==> config.mk <==
export PLATFORM = sky130hd
export DESIGN_NAME = cv32e40p_instr_fifo
export DESIGN_NICKNAME = d
export VERILOG_FILES = /design/src/rtl/cv32e40p_pkg.sv /design/src/rtl/cv32e40p_instr_fifo.sv
export SDC_FILE = /design/constraint.sdc
export NUM_CORES = 1
export LEC_CHECK = 0
export ABC_AREA = 0
export CAP_MARGIN = 20
export CORE_MARGIN = 2
export CORE_UTILIZATION = 52
export DETAILED_ROUTE_END_ITERATION = 10
export GPL_ROUTABILITY_DRIVEN = 0
export PLACE_DENSITY = 0.82
export SYNTH_ARGS = -nofsm -noshare
export SYNTH_HDL_FRONTEND = slang
export SYNTH_SLANG_ARGS = --single-unit
export TNS_END_PERCENT = 10
==> constraint.sdc <==
create_clock -name clk -period 2.6 [get_ports clk]
set_clock_uncertainty 0.05 [all_clocks]
set_input_delay 0.26 -clock clk [delete_from_list [all_inputs] [get_ports clk]]
set_output_delay 0.26 -clock clk [all_outputs]
set_load 0.01 [all_outputs]
==> src/rtl/cv32e40p_pkg.sv <==
// -----------------------------------------------------------------------------
// cv32e40p_pkg
// Shared constants and helpers for the instruction fetch path.
//   INSTR_FIFO_DEPTH           : default number of stored fetch words
//   INSTR_FIFO_MAX_OUTSTANDING : default limit on issued, unanswered bus requests
//   cnt_width()                : bits needed to hold a count of 0..n
// -----------------------------------------------------------------------------
package cv32e40p_pkg;

   localparam int INSTR_FIFO_DEPTH           = 2;
   localparam int INSTR_FIFO_MAX_OUTSTANDING = 2;

   // Width of a counter that must represent every value 0..n inclusive.
   function automatic int cnt_width(input int n);
      return (n < 1) ? 1 : $clog2(n + 1);
   endfunction

endpackage : cv32e40p_pkg

==> src/rtl/cv32e40p_instr_fifo.sv <==
// -----------------------------------------------------------------------------
// cv32e40p_instr_fifo
// Prefetch buffer between the instruction bus and the aligner. It tracks
// outstanding bus transactions, discards responses that belong to a stream
// abandoned by a branch, and presents words to the aligner with a zero-latency
// bypass when empty.
//
// Ports
//   clk             in   rising-edge clock
//   rst_n           in   asynchronous active-low reset
//   branch_i        in   branch/flush: drop buffered words and pending responses
//   trans_issued_i  in   a bus request was accepted this cycle
//   resp_valid_i    in   a bus response arrives this cycle
//   resp_rdata_i    in   response word
//   resp_err_i      in   response bus error flag
//   req_allowed_o   out  fetch controller may issue another request
//   fetch_valid_o   out  a word is presented to the aligner
//   fetch_rdata_o   out  presented word
//   fetch_err_o     out  error flag of the presented word
//   pop_i           in   aligner consumes the presented word
//
// Handshake: the word is transferred in any cycle where fetch_valid_o and
// pop_i are both 1; pop_i while fetch_valid_o is 0 has no effect. Requests may
// be issued only while req_allowed_o is 1; req_allowed_o depends on registered
// state only, so there is no combinational path from any input to it.
// -----------------------------------------------------------------------------
module cv32e40p_instr_fifo
   import cv32e40p_pkg::*;
#(
   parameter int DEPTH           = INSTR_FIFO_DEPTH,
   parameter int MAX_OUTSTANDING = INSTR_FIFO_MAX_OUTSTANDING
) (
   input  logic        clk,
   input  logic        rst_n,
   input  logic        branch_i,
   input  logic        trans_issued_i,
   input  logic        resp_valid_i,
   input  logic [31:0] resp_rdata_i,
   input  logic        resp_err_i,
   output logic        req_allowed_o,
   output logic        fetch_valid_o,
   output logic [31:0] fetch_rdata_o,
   output logic        fetch_err_o,
   input  logic        pop_i
);

   localparam int PTR_W = (DEPTH > 1) ? $clog2(DEPTH) : 1;
   localparam int CNT_W = cnt_width(DEPTH);
   localparam int OUT_W = cnt_width(MAX_OUTSTANDING);

   // Storage and state
   logic [31:0]      mem_q [DEPTH];
   logic             err_q [DEPTH];
   logic [PTR_W-1:0] rptr_q, rptr_d;
   logic [PTR_W-1:0] wptr_q, wptr_d;
   logic [CNT_W-1:0] cnt_q,  cnt_d;
   logic [OUT_W-1:0] out_q,  out_d;
   logic [OUT_W-1:0] drop_q, drop_d;

   logic fifo_empty;
   logic accept;       // response kept for the current stream
   logic pop_eff;      // aligner really takes a word
   logic pop_stored;   // the taken word came from storage
   logic write_en;     // accepted response goes into storage

   assign fifo_empty = (cnt_q == '0);
   assign accept     = resp_valid_i && (drop_q == '0) && !branch_i;

   // ---------------------------------------------------------------------------
   // Output side: head entry when holding data, otherwise bypass the response.
   // Bypass data is gated by accept so idle outputs stay at zero.
   // ---------------------------------------------------------------------------
   always_comb begin
      fetch_valid_o = 1'b0;
      fetch_rdata_o = '0;
      fetch_err_o   = 1'b0;
      if (!fifo_empty) begin
         fetch_valid_o = !branch_i;
         fetch_rdata_o = mem_q[rptr_q];
         fetch_err_o   = err_q[rptr_q];
      end else if (accept) begin
         fetch_valid_o = 1'b1;
         fetch_rdata_o = resp_rdata_i;
         fetch_err_o   = resp_err_i;
      end
   end

   assign pop_eff    = pop_i && fetch_valid_o;
   assign pop_stored = pop_eff && !fifo_empty;
   // A response consumed straight through the bypass is never stored.
   assign write_en   = accept && !(fifo_empty && pop_i);

   // ---------------------------------------------------------------------------
   // Next-state logic
   // ---------------------------------------------------------------------------
   always_comb begin
      rptr_d = rptr_q;
      wptr_d = wptr_q;
      cnt_d  = cnt_q;
      out_d  = out_q;
      drop_d = drop_q;

      // Pointers wrap naturally since DEPTH is a power of two.
      if (write_en)   wptr_d = wptr_q + 1'b1;
      if (pop_stored) rptr_d = rptr_q + 1'b1;

      if (write_en && !pop_stored)      cnt_d = cnt_q + 1'b1;
      else if (!write_en && pop_stored) cnt_d = cnt_q - 1'b1;

      // Every response retires one outstanding transaction, kept or dropped.
      if (trans_issued_i && !resp_valid_i)      out_d = out_q + 1'b1;
      else if (!trans_issued_i && resp_valid_i) out_d = out_q - 1'b1;

      if (resp_valid_i && (drop_q != '0)) drop_d = drop_q - 1'b1;

      if (branch_i) begin
         rptr_d = '0;
         wptr_d = '0;
         cnt_d  = '0;
         // Only requests issued before this cycle belong to the old stream;
         // a response arriving now already retires one of them.
         drop_d = out_q - OUT_W'(resp_valid_i);
      end
   end

   // ---------------------------------------------------------------------------
   // Registers
   // ---------------------------------------------------------------------------
   always_ff @(posedge clk or negedge rst_n) begin
      if (!rst_n) begin
         rptr_q <= '0;
         wptr_q <= '0;
         cnt_q  <= '0;
         out_q  <= '0;
         drop_q <= '0;
      end else begin
         rptr_q <= rptr_d;
         wptr_q <= wptr_d;
         cnt_q  <= cnt_d;
         out_q  <= out_d;
         drop_q <= drop_d;
      end
   end

   always_ff @(posedge clk or negedge rst_n) begin
      if (!rst_n) begin
         for (int i = 0; i < DEPTH; i++) begin
            mem_q[i] <= '0;
            err_q[i] <= 1'b0;
         end
      end else if (write_en) begin
         mem_q[wptr_q] <= resp_rdata_i;
         err_q[wptr_q] <= resp_err_i;
      end
   end

   // Limit in-flight plus buffered words so every kept response has a slot.
   always_comb begin
      req_allowed_o = (int'(out_q) < MAX_OUTSTANDING) &&
                      ((int'(cnt_q) + int'(out_q) - int'(drop_q)) < DEPTH);
   end

   // ---------------------------------------------------------------------------
   // Protocol checks
   // ---------------------------------------------------------------------------
`ifndef SYNTHESIS
   always @(posedge clk) begin
      if (rst_n) begin
         assert (!(accept && (cnt_q == CNT_W'(DEPTH)) && !pop_stored))
            else $error("instr_fifo: response accepted while full");
         assert (!(resp_valid_i && (out_q == '0) && !trans_issued_i))
            else $error("instr_fifo: response without outstanding request");
      end
   end
`endif

endmodule : cv32e40p_instr_fifo

==> flow_metrics.py, run 1 <==
metrics = {
    "worst_setup_path": {
        "critPathArrivalTime_ps": 2260,
        "reg2reg_slack_ps": 400,
        "critical_path_class": "flip-flop to output port",
        "slowest_delay_ps": 530,
        "cp_slowest_cell": "fa_1",
        "worstPathRequired_ps": 2290,
        "end_kind": "output port",
        "cp-start-kind": "flip-flop",
        "r2r_end": "mem_q[58]",
        "critPathMaxFanout": 2,
        "cp-startpoint": "drop_q[1]",
        "rr_worst_depth": 6,
        "cpMostUsedCell": "fa_1",
        "r2r_start": "drop_q[1]",
        "path_cells": "fa_1 > fa_1 > a21oi_1 > a311oi_1 > buf_2",
    },
    "global_routing": {
        "grt_use_total": 0.211,
        "overflow": 0,
        "antenna_found_initial": 0,
        "grt_pass1_vias": 2704,
        "grt_start_max_net_pins": 75,
        "grt_pass1_wl_um": 12900,
    },
    "floorplanning": {
        "rows": 31,
        "io-pin-count": 74,
        "fp.dieW_um": 89.7,
        "die_height_um": 89.7,
        "fp.coreArea_um2": 7180,
        "start_util": 0.532,
        "dieArea_um2": 8050,
    },
    "sta": {
        "hold_violations": 6,
        "worst_slack_ps": 32.4,
        "final.setup.tns_ps": 0,
        "fin_crit_sh": 0.988,
        "setup_violations": 0,
        "drv_slew": 0,
        "max_freq_mhz": 389,
        "period_minus_slack_ps": 2570,
        "fin_worst_hold_slack_ps": -12.6,
        "worstMarginPinSlew_ps": 941,
        "relSlewSlack": 0.373,
        "rsz0062_at_grt": "yes",
    },
    "clock_network": {
        "clk_path_buf_depth": 2,
        "clkTransAtPathRegs_ps": 80,
        "cts_tree": "yes",
        "clk_latency_ps": 350,
        "htree_levels": 3,
        "cts_buffers": 9,
        "cts_sinks": 74,
        "cts-root-buf": "clkbuf_8",
    },
    "flow_run": {
        "max-cap-violations": 0,
    },
    "cells_and_area": {
        "n_antenna_cell": 0,
        "syn_to_final_growth_pct": 29.6,
        "drive_above_1_share": 0.307,
        "final_nets": 409,
        "fill_cells": 537,
    },
    "status": {
        "violations": "negative hold slack",
        "status": "complete, but fails checks",
    },
    "synthesis": {
        "syn_area_um2": 3820,
        "syn_nets": 323,
        "ys_seq_area_frac": 0.485,
        "yosysWarnings": 0,
        "syn_inst": 277,
        "ys_seq_elements": 74,
        "avgSynthCellArea_um2": 13.8,
        "synth.distinct_cells": 29,
    },
    "drt": {
        "first_iter_violations": 108,
        "firstDrtPassIters": 4,
        "vias_per_cell": 5.44,
        "via_count": 2542,
        "post-route-drc-count": 0,
        "ant_nets": 0,
        "wirelength_um": 7940,
        "wl_per_cell_um": 17.0,
    },
    "power_and_ir_drop": {
        "ir_drop_uv": 466,
        "leakagePower_uw": 0.00233,
        "finalPower_uw": 4340,
        "power_density_nw_per_um2": 878,
    },
    "placement": {
        "dp_slack_ps": -139,
        "portBuffers": 73,
        "hpwl_um": 5160,
    },
    "worst_hold_path": {
        "min_path_type": "input pin to async pin",
    },
}
==> metal layers <==
metal  vias up  global-route usage  routed length, um
li1       1195                   -                  -
met1      1276               0.272               3650
met2        60               0.356               3860
met3        11              0.0356                305
met4         0              0.0801                129
met5         -                   0                  0
==> flip-flops by register name, summed over array words and instances (netlist names) <==
name and flops:
cnt_q 2, drop_q 2, err_q 2, mem_q 64
out_q 2, rptr_q 1, wptr_q 1
==> power breakdown <==
part | total (uW) | switching, uW | leakage, uW | internal, uW
Sequential | 1790 | 231 | 0.000958 | 1560
Clock | 894 | 449 | 0.0000889 | 445
Combinational | 1660 | 674 | 0.00128 | 985
==> worst max-delay path by stage <==
stage | endpoint | cells past startpoint
6_report | req_allowed_o | 5
3_3_place_gp | req_allowed_o | 6
2_1_floorplan | req_allowed_o | 5
3_5_place_dp | req_allowed_o | 6
5_1_grt | req_allowed_o | 6
4_1_cts | req_allowed_o | 6
==> cells in the final DEF (no fill, tap or decap), drive strengths merged <==
master and n:
clkinvlp 3, dfrtp 74, a311oi 2, o21bai 1, o21ai 3, ha 5
o2bb2ai 33, clkbuf 10, fa 2, o311a 1, a21oi 4, nor2b 2
xor2 3, nand2 2, dlygate4sd2 33, clkdlybuf4s50 38, bufinv 1, buf 22
mux2i 35, inv 10, or4 1, clkinv 1, xnor2 3, nor4 1
mux2 67, nor2 3, nor3b 1, nor3 2, nand2b 5
==> final cells by class <==
class | count | area [um^2] | area share
clock buffer | 10 | 128 | 0.0258
clock inverter | 6 | 66.3 | 0.0134
inverter | 9 | 33.8 | 0.00683
multi-input combinational | 176 | 1860 | 0.376
sequential | 74 | 1850 | 0.374
tap | 99 | 124 | 0.0250
timing repair buffer | 93 | 882 | 0.178
==> synthesized netlist by cell type <==
cell,count,area share
a21oi_1,4,0.0052
a311oi_1,2,0.0046
buf_1,2,0.0020
buf_2,6,0.0079
buf_6,3,0.0088
clkbuf_1,7,0.0069
dfrtp_1,74,0.48
fa_1,2,0.010
ha_1,5,0.016
inv_1,9,0.0088
mux2_2,38,0.11
mux2_4,29,0.11
mux2i_1,35,0.092
nand2_1,1,0.00098
nand2_2,1,0.0016
nand2b_1,5,0.0082
nor2_1,3,0.0029
nor2b_1,2,0.0033
nor3_1,1,0.0013
nor3_2,1,0.0026
nor3b_1,1,0.0020
nor4_2,1,0.0033
o21ai_0,3,0.0039
o21bai_1,1,0.0020
o2bb2ai_1,33,0.076
o311a_1,1,0.0026
or4_1,1,0.0020
xnor2_1,3,0.0069
xor2_1,3,0.0069
==> critical path: cells and delay by family, from the launching register on <==
| family | cells | cell delay (ps) |
|---|---|---|
| adders and majority gates | 2 | 1050 |
| DFF | 1 | 400 |
| buffers and inverters | 1 | 170 |
| AOI/OAI and AO/OA | 2 | 280 |
==> repair_timing <==
| item | in CTS | in global routing |
|---|---|---|
| pin swaps | 3 | 2 |
| hold buffers | 0 | 0 |
| gates cloned | 0 | 0 |
| setup endpoints to repair | 34 | 1 |
| buffers inserted | 0 | 1 |
| gates resized for setup | 37 | 3 |
==> per-stage QoR <==
| step | hold slack, ps | cells | util | instance area, um^2 |
|---|---|---|---|---|
| final | -12.6 | 467 | 0.690 | 4950 |
| after global placement | 406 | 450 | 0.667 | 4790 |
| after detailed placement | 413 | 450 | 0.667 | 4790 |
| after floorplan | -85.6 | 277 | - | 3820 |
| after CTS | 26.4 | 466 | 0.688 | 4930 |
| after global routing | 65.2 | 467 | 0.690 | 4950 |
==> logic make-up (layout without fill, tap and decap cells) <==
| logic type | after synthesis | count (layout) | share of synthesized area |
|---|---|---|---|
| AO/OA/AOI/OAI | 44 | 44 | 0.0940 |
| flip-flops | 74 | 74 | 0.485 |
| buffers and inverters | 27 | 118 | 0.0344 |
| AND/OR/NAND/NOR | 17 | 17 | 0.0282 |
| XOR/XNOR | 6 | 6 | 0.0138 |
| multiplexers | 102 | 102 | 0.318 |
| adder cells (fa/ha/maj) | 7 | 7 | 0.0269 |
Note: power is estimated with default switching activity, not from simulation.
==> inputs of run 2 (changes only) <==
--- a/config.mk
+++ b/config.mk
@@ -7,11 +7,12 @@
 export LEC_CHECK = 0
 export ABC_AREA = 0
 export CAP_MARGIN = 20
-export CORE_MARGIN = 2
 export CORE_UTILIZATION = 52
 export DETAILED_ROUTE_END_ITERATION = 10
 export GPL_ROUTABILITY_DRIVEN = 0
 export PLACE_DENSITY = 0.82
+export SETUP_SLACK_MARGIN = 0.3
+export SLEW_MARGIN = 20
 export SYNTH_ARGS = -nofsm -noshare
 export SYNTH_HDL_FRONTEND = slang
 export SYNTH_SLANG_ARGS = --single-unit
==> flow_metrics.py, run 2 (synthesis results as in run 1) <==
metrics = {
    "status": {
        "status": "completed",
    },
    "floorplanning": {
        "start_util": 0.550,
        "dieArea_um2": 7690,
        "rows": 30,
        "die_height_um": 87.7,
        "fp.dieW_um": 87.7,
        "io-pin-count": 74,
        "fp.coreArea_um2": 6940,
    },
    "sta": {
        "drv_slew": 0,
        "rsz0062_at_grt": "yes",
        "setup_violations": 0,
        "hold_violations": 0,
        "worstMarginPinSlew_ps": 556,
        "max_freq_mhz": 389,
        "relSlewSlack": 0.629,
        "period_minus_slack_ps": 2570,
        "fin_crit_sh": 0.990,
    },
    "worst_setup_path": {
        "end_kind": "output port",
        "reg2reg_slack_ps": 400,
        "cp_slowest_cell": "fa_1",
        "critPathArrivalTime_ps": 2260,
        "slowest_delay_ps": 550,
        "cp_num_buf_inv": 2,
        "critical_path_class": "flip-flop to output port",
        "path_cells": "inv_2 > fa_1 > fa_1 > a21oi_2 > a311oi_2 > buf_2",
        "worstPathRequired_ps": 2290,
        "cp-startpoint": "out_q[1]",
        "crit_family": "adder cells",
        "rr_worst_depth": 6,
        "r2r_end": "mem_q[58]",
        "endpoint": "req_allowed_o",
        "cp-start-kind": "flip-flop",
        "cp_num_cells": 6,
        "critPathMaxFanout": 2,
        "cpMostUsedCell": "fa_1",
        "r2r_start": "drop_q[1]",
    },
    "global_routing": {
        "grt_pass1_vias": 2791,
        "grt_start_max_net_pins": 44,
        "grt_use_total": 0.235,
        "overflow": 0,
        "grt_pass1_wl_um": 13600,
        "antenna_found_initial": 0,
    },
    "clock_network": {
        "clk_path_buf_depth": 2,
        "cts_buffers": 9,
        "cts_tree": "yes",
        "cts-root-buf": "clkbuf_8",
        "clk_latency_ps": 340,
        "cts_sinks": 74,
        "htree_levels": 3,
        "clkTransAtPathRegs_ps": 80,
    },
    "placement": {
        "place_area_um2": 4790,
        "place_inst": 450,
        "portBuffers": 73,
        "hpwl_um": 5360,
    },
    "power_and_ir_drop": {
        "power_density_nw_per_um2": 915,
        "p_switching_uw": 1400,
        "ir_drop_uv": 453,
        "swShare": 0.308,
        "intPower_uw": 3150,
        "power_frac_seq": 0.394,
        "clkPwrFrac": 0.222,
        "finalPower_uw": 4550,
        "leakagePower_uw": 0.00232,
        "power_frac_comb": 0.384,
    },
    "cells_and_area": {
        "fin_cells": 474,
        "drive_above_1_share": 0.413,
        "fin_area_um2": 4970,
        "largest_reg_flops": 64,
        "n_antenna_cell": 0,
        "top_register": "mem_q",
        "final_nets": 419,
        "syn_to_final_growth_pct": 30.2,
        "mostFrequentLayoutCells": "73 x dfrtp_1, 38 x mux2_2, 37 x clkdlybuf4s50_1, 35 x mux2i_1, 33 x o2bb2ai_1",
        "final_common_cell": "dfrtp_1",
    },
    "worst_hold_path": {
        "min_path_type": "input pin to async pin",
    },
    "drt": {
        "first_iter_violations": 144,
        "firstDrtPassIters": 4,
        "wirelength_um": 8190,
        "via_count": 2622,
        "wl_per_cell_um": 17.3,
        "post-route-drc-count": 0,
        "ant_nets": 0,
        "vias_per_cell": 5.53,
    },
    "flow_run": {
        "max-cap-violations": 0,
    },
}
run 2: worst min path at each step:
stage	from	end	cells after the start
floorplan	rst_n	cnt_q[0]	0
global placement	rst_n	mem_q[12]	1
detailed placement	rst_n	mem_q[12]	1
finish	rst_n	mem_q[48]	2
CTS	rst_n	mem_q[49]	2
global route	rst_n	mem_q[52]	2
run 2: timing repair:
action	4_1_cts	5_1_grt
buffers inserted	5	0
endpoints found under the hold margin	41	0
gates resized for setup	55	56
hold buffers	1	0
endpoints found under the setup margin	35	35
gates cloned	2	0
pin swaps	5	0
run 2: area by class of cell:
cell class,instances,area [um^2]
Fill cell,496,1970
Multi-Input combinational cell,176,1890
Sequential cell,74,1850
Timing Repair Buffer,103,850
Clock buffer,10,138
Tap cell,96,120
Clock inverter,6,88.8
Inverter,9,33.8
run 2: stage by stage:
stage / TNS (ps) / setup slack (ps) / util / hold slack (ps)
2_1_floorplan: 0 / 309 / - / -85.6
3_3_place_gp: -86.7 / -86.7 / 0.689 / 234
3_5_place_dp: -127 / -127 / 0.689 / 239
4_1_cts: 0 / 9.12 / 0.730 / 405
5_1_grt: -196 / -77.3 / 0.716 / 467
6_report: 0 / 26.2 / 0.716 / 405
run 2: power by group through the flow:
stage / Sequential [uW] / Clock [uW] / Combinational [uW]
after floorplan: 1740 / 0 / 1170
after global placement: 1770 / 0 / 1680
after detailed placement: 1800 / 0 / 1760
after CTS: 1790 / 1030 / 1780
after global routing: 1840 / 1080 / 1910
final: 1790 / 1010 / 1750
run 2: routing by layer:
metal,wire length (um),up-vias,global-route usage
li1,-,1210,-
met1,3790,1338,0.310
met2,3990,60,0.395
met3,281,14,0.0368
met4,139,0,0.0879
met5,0,-,0
==> inputs of run 3 (changes only) <==
--- a/config.mk
+++ b/config.mk
@@ -7,10 +7,11 @@
 export LEC_CHECK = 0
 export ABC_AREA = 0
 export CAP_MARGIN = 20
-export CORE_UTILIZATION = 52
+export CORE_MARGIN = 5
+export CORE_UTILIZATION = 47
 export DETAILED_ROUTE_END_ITERATION = 10
 export GPL_ROUTABILITY_DRIVEN = 0
-export PLACE_DENSITY = 0.82
+export PLACE_DENSITY = 0.78
 export SETUP_SLACK_MARGIN = 0.3
 export SLEW_MARGIN = 20
 export SYNTH_ARGS = -nofsm -noshare
==> constraint.sdc (replaced) <==
create_clock -name clk -period 2.1 [get_ports clk]
set_clock_uncertainty 0.05 [all_clocks]
set_input_delay 0.21 -clock clk [delete_from_list [all_inputs] [get_ports clk]]
set_output_delay 0.21 -clock clk [all_outputs]
set_load 0.01 [all_outputs]
==> flow_metrics.py, run 3 (synthesis results as in run 1) <==
metrics = {
    "drt": {
        "firstDrtPassIters": 4,
        "post-route-drc-count": 0,
        "ant_nets": 0,
        "via_count": 2690,
        "wirelength_um": 9360,
        "wl_per_cell_um": 19.2,
        "first_iter_violations": 94,
        "vias_per_cell": 5.52,
    },
    "cells_and_area": {
        "drive_above_1_share": 0.494,
        "fin_area_um2": 5460,
        "syn_to_final_growth_pct": 43.1,
        "largest_reg_flops": 64,
        "fin_util": 0.700,
        "fill_cells": 546,
        "final_common_cell": "dfrtp_1",
        "mostFrequentLayoutCells": "73 x dfrtp_1, 62 x mux2_4, 37 x clkdlybuf4s50_1, 35 x mux2i_1, 32 x buf_2",
        "final_nets": 426,
        "top_register": "mem_q",
        "n_antenna_cell": 0,
    },
    "worst_setup_path": {
        "cp_num_buf_inv": 2,
        "critical_path_class": "flip-flop to output port",
        "crit_family": "adder cells",
        "cp_slowest_cell": "fa_1",
        "critPathArrivalTime_ps": 2260,
        "cpMostUsedCell": "fa_1",
        "r2r_start": "drop_q[0]",
        "cp-start-kind": "flip-flop",
        "slowest_delay_ps": 540,
        "worstPathRequired_ps": 1840,
        "cp-startpoint": "out_q[1]",
        "critPathMaxFanout": 2,
        "path_cells": "inv_2 > fa_1 > fa_1 > nand2b_1 > a311oi_2 > buf_2",
        "end_kind": "output port",
    },
    "global_routing": {
        "grt_pass1_wl_um": 14500,
        "grt_start_max_net_pins": 39,
        "grt_pass1_vias": 2943,
        "grt_use_total": 0.182,
        "overflow": 0,
        "antenna_found_initial": 0,
    },
    "sta": {
        "setup_violations": 51,
        "period_minus_slack_ps": 2520,
        "drv_slew": 0,
        "max_freq_mhz": 397,
        "fin_crit_sh": 1.20,
        "worstMarginPinSlew_ps": 486,
        "worst_slack_ps": -416,
        "relSlewSlack": 0.676,
        "hold_violations": 0,
        "rsz0062_at_grt": "yes",
    },
    "placement": {
        "place_area_um2": 4870,
        "dp_slack_ps": -513,
        "hpwl_um": 5690,
        "portBuffers": 73,
    },
    "power_and_ir_drop": {
        "ir_drop_uv": 566,
        "finalPower_uw": 6080,
        "leakagePower_uw": 0.00250,
        "power_density_nw_per_um2": 1110,
    },
    "floorplanning": {
        "die_height_um": 100,
        "dieArea_um2": 10000,
        "rows": 32,
        "io-pin-count": 74,
        "fp.coreArea_um2": 7810,
        "start_util": 0.489,
        "fp.dieW_um": 100,
    },
    "clock_network": {
        "cts_tree": "yes",
        "clk_latency_ps": 340,
        "cts_buffers": 9,
        "cts-root-buf": "clkbuf_8",
        "htree_levels": 3,
        "clk_path_buf_depth": 2,
        "cts_sinks": 74,
        "clkTransAtPathRegs_ps": 80,
    },
    "status": {
        "status": "complete, but fails checks",
        "violations": "negative setup slack",
    },
    "flow_run": {
        "max-cap-violations": 0,
    },
    "worst_hold_path": {
        "min_path_type": "input pin to async pin",
    },
}
## run 3: cell types whose count changed in the layout (fill, tap and decap cells not counted), moves of 6 or more
cell       delta
mux2_2       -33
mux2_4       +33
buf_2        +30
clkbuf_2     -27
o2bb2ai_1    -24
o2bb2ai_2    +21
buf_6         +9
buf_4         -6
## run 3: what timing repair did
item                                    CTS  global route
endpoints found under the setup margin  101           101
resized for setup                       202            24
setup buffers                             5             1
hold buffers                              1             0
hold endpoints to repair                 36             0
pin swaps                                 4             4
cloned                                    1             2
## run 3: power by group
part	internal, uW	switching, uW
Combinational	1480	1070
Clock	772	528
Sequential	1930	292
Total	4190	1890
## run 3: through the flow
stage               hold WS, ps  TNS [ps]  cells
detailed placement          160     -9690    461
global placement            154     -7880    461
global route                359     -6180    487
floorplan                  -136         0    277
CTS                         333     -4000    484
finish                      305     -1600    487
## run 3: routing by layer
metal,global-route usage,wire (um),share of wire
met1,0.232,4180,0.45
met2,0.311,4640,0.50
met3,0.0438,470,0.050
met4,0.0497,66,0.0071
met5,0,0,0
## run 3: final timing paths
| path | depth (start not counted) | endpoint | slack, ps |
|---|---|---|---|
| max reg2reg | 8 | mem_q[52] | -30 |
| min | 2 | mem_q[4] | 300 |
| min reg2reg | 1 | mem_q[34] | 460 |
| min in group clk | 1 | mem_q[34] | 460 |
| max in group asynchronous | 3 | mem_q[22] | 1120 |
| max | 6 | req_allowed_o | -420 |
## run 3: layout make-up
type	instances	area, um^2	area share
flip-flops and latches	74	1850	0.339
clock buffers	13	169	0.0309
well taps	102	128	0.0234
inverters	9	36.3	0.00664
repair buffers	110	1010	0.184
multi-input cells	176	2200	0.403
clock inverters	3	68.8	0.0126
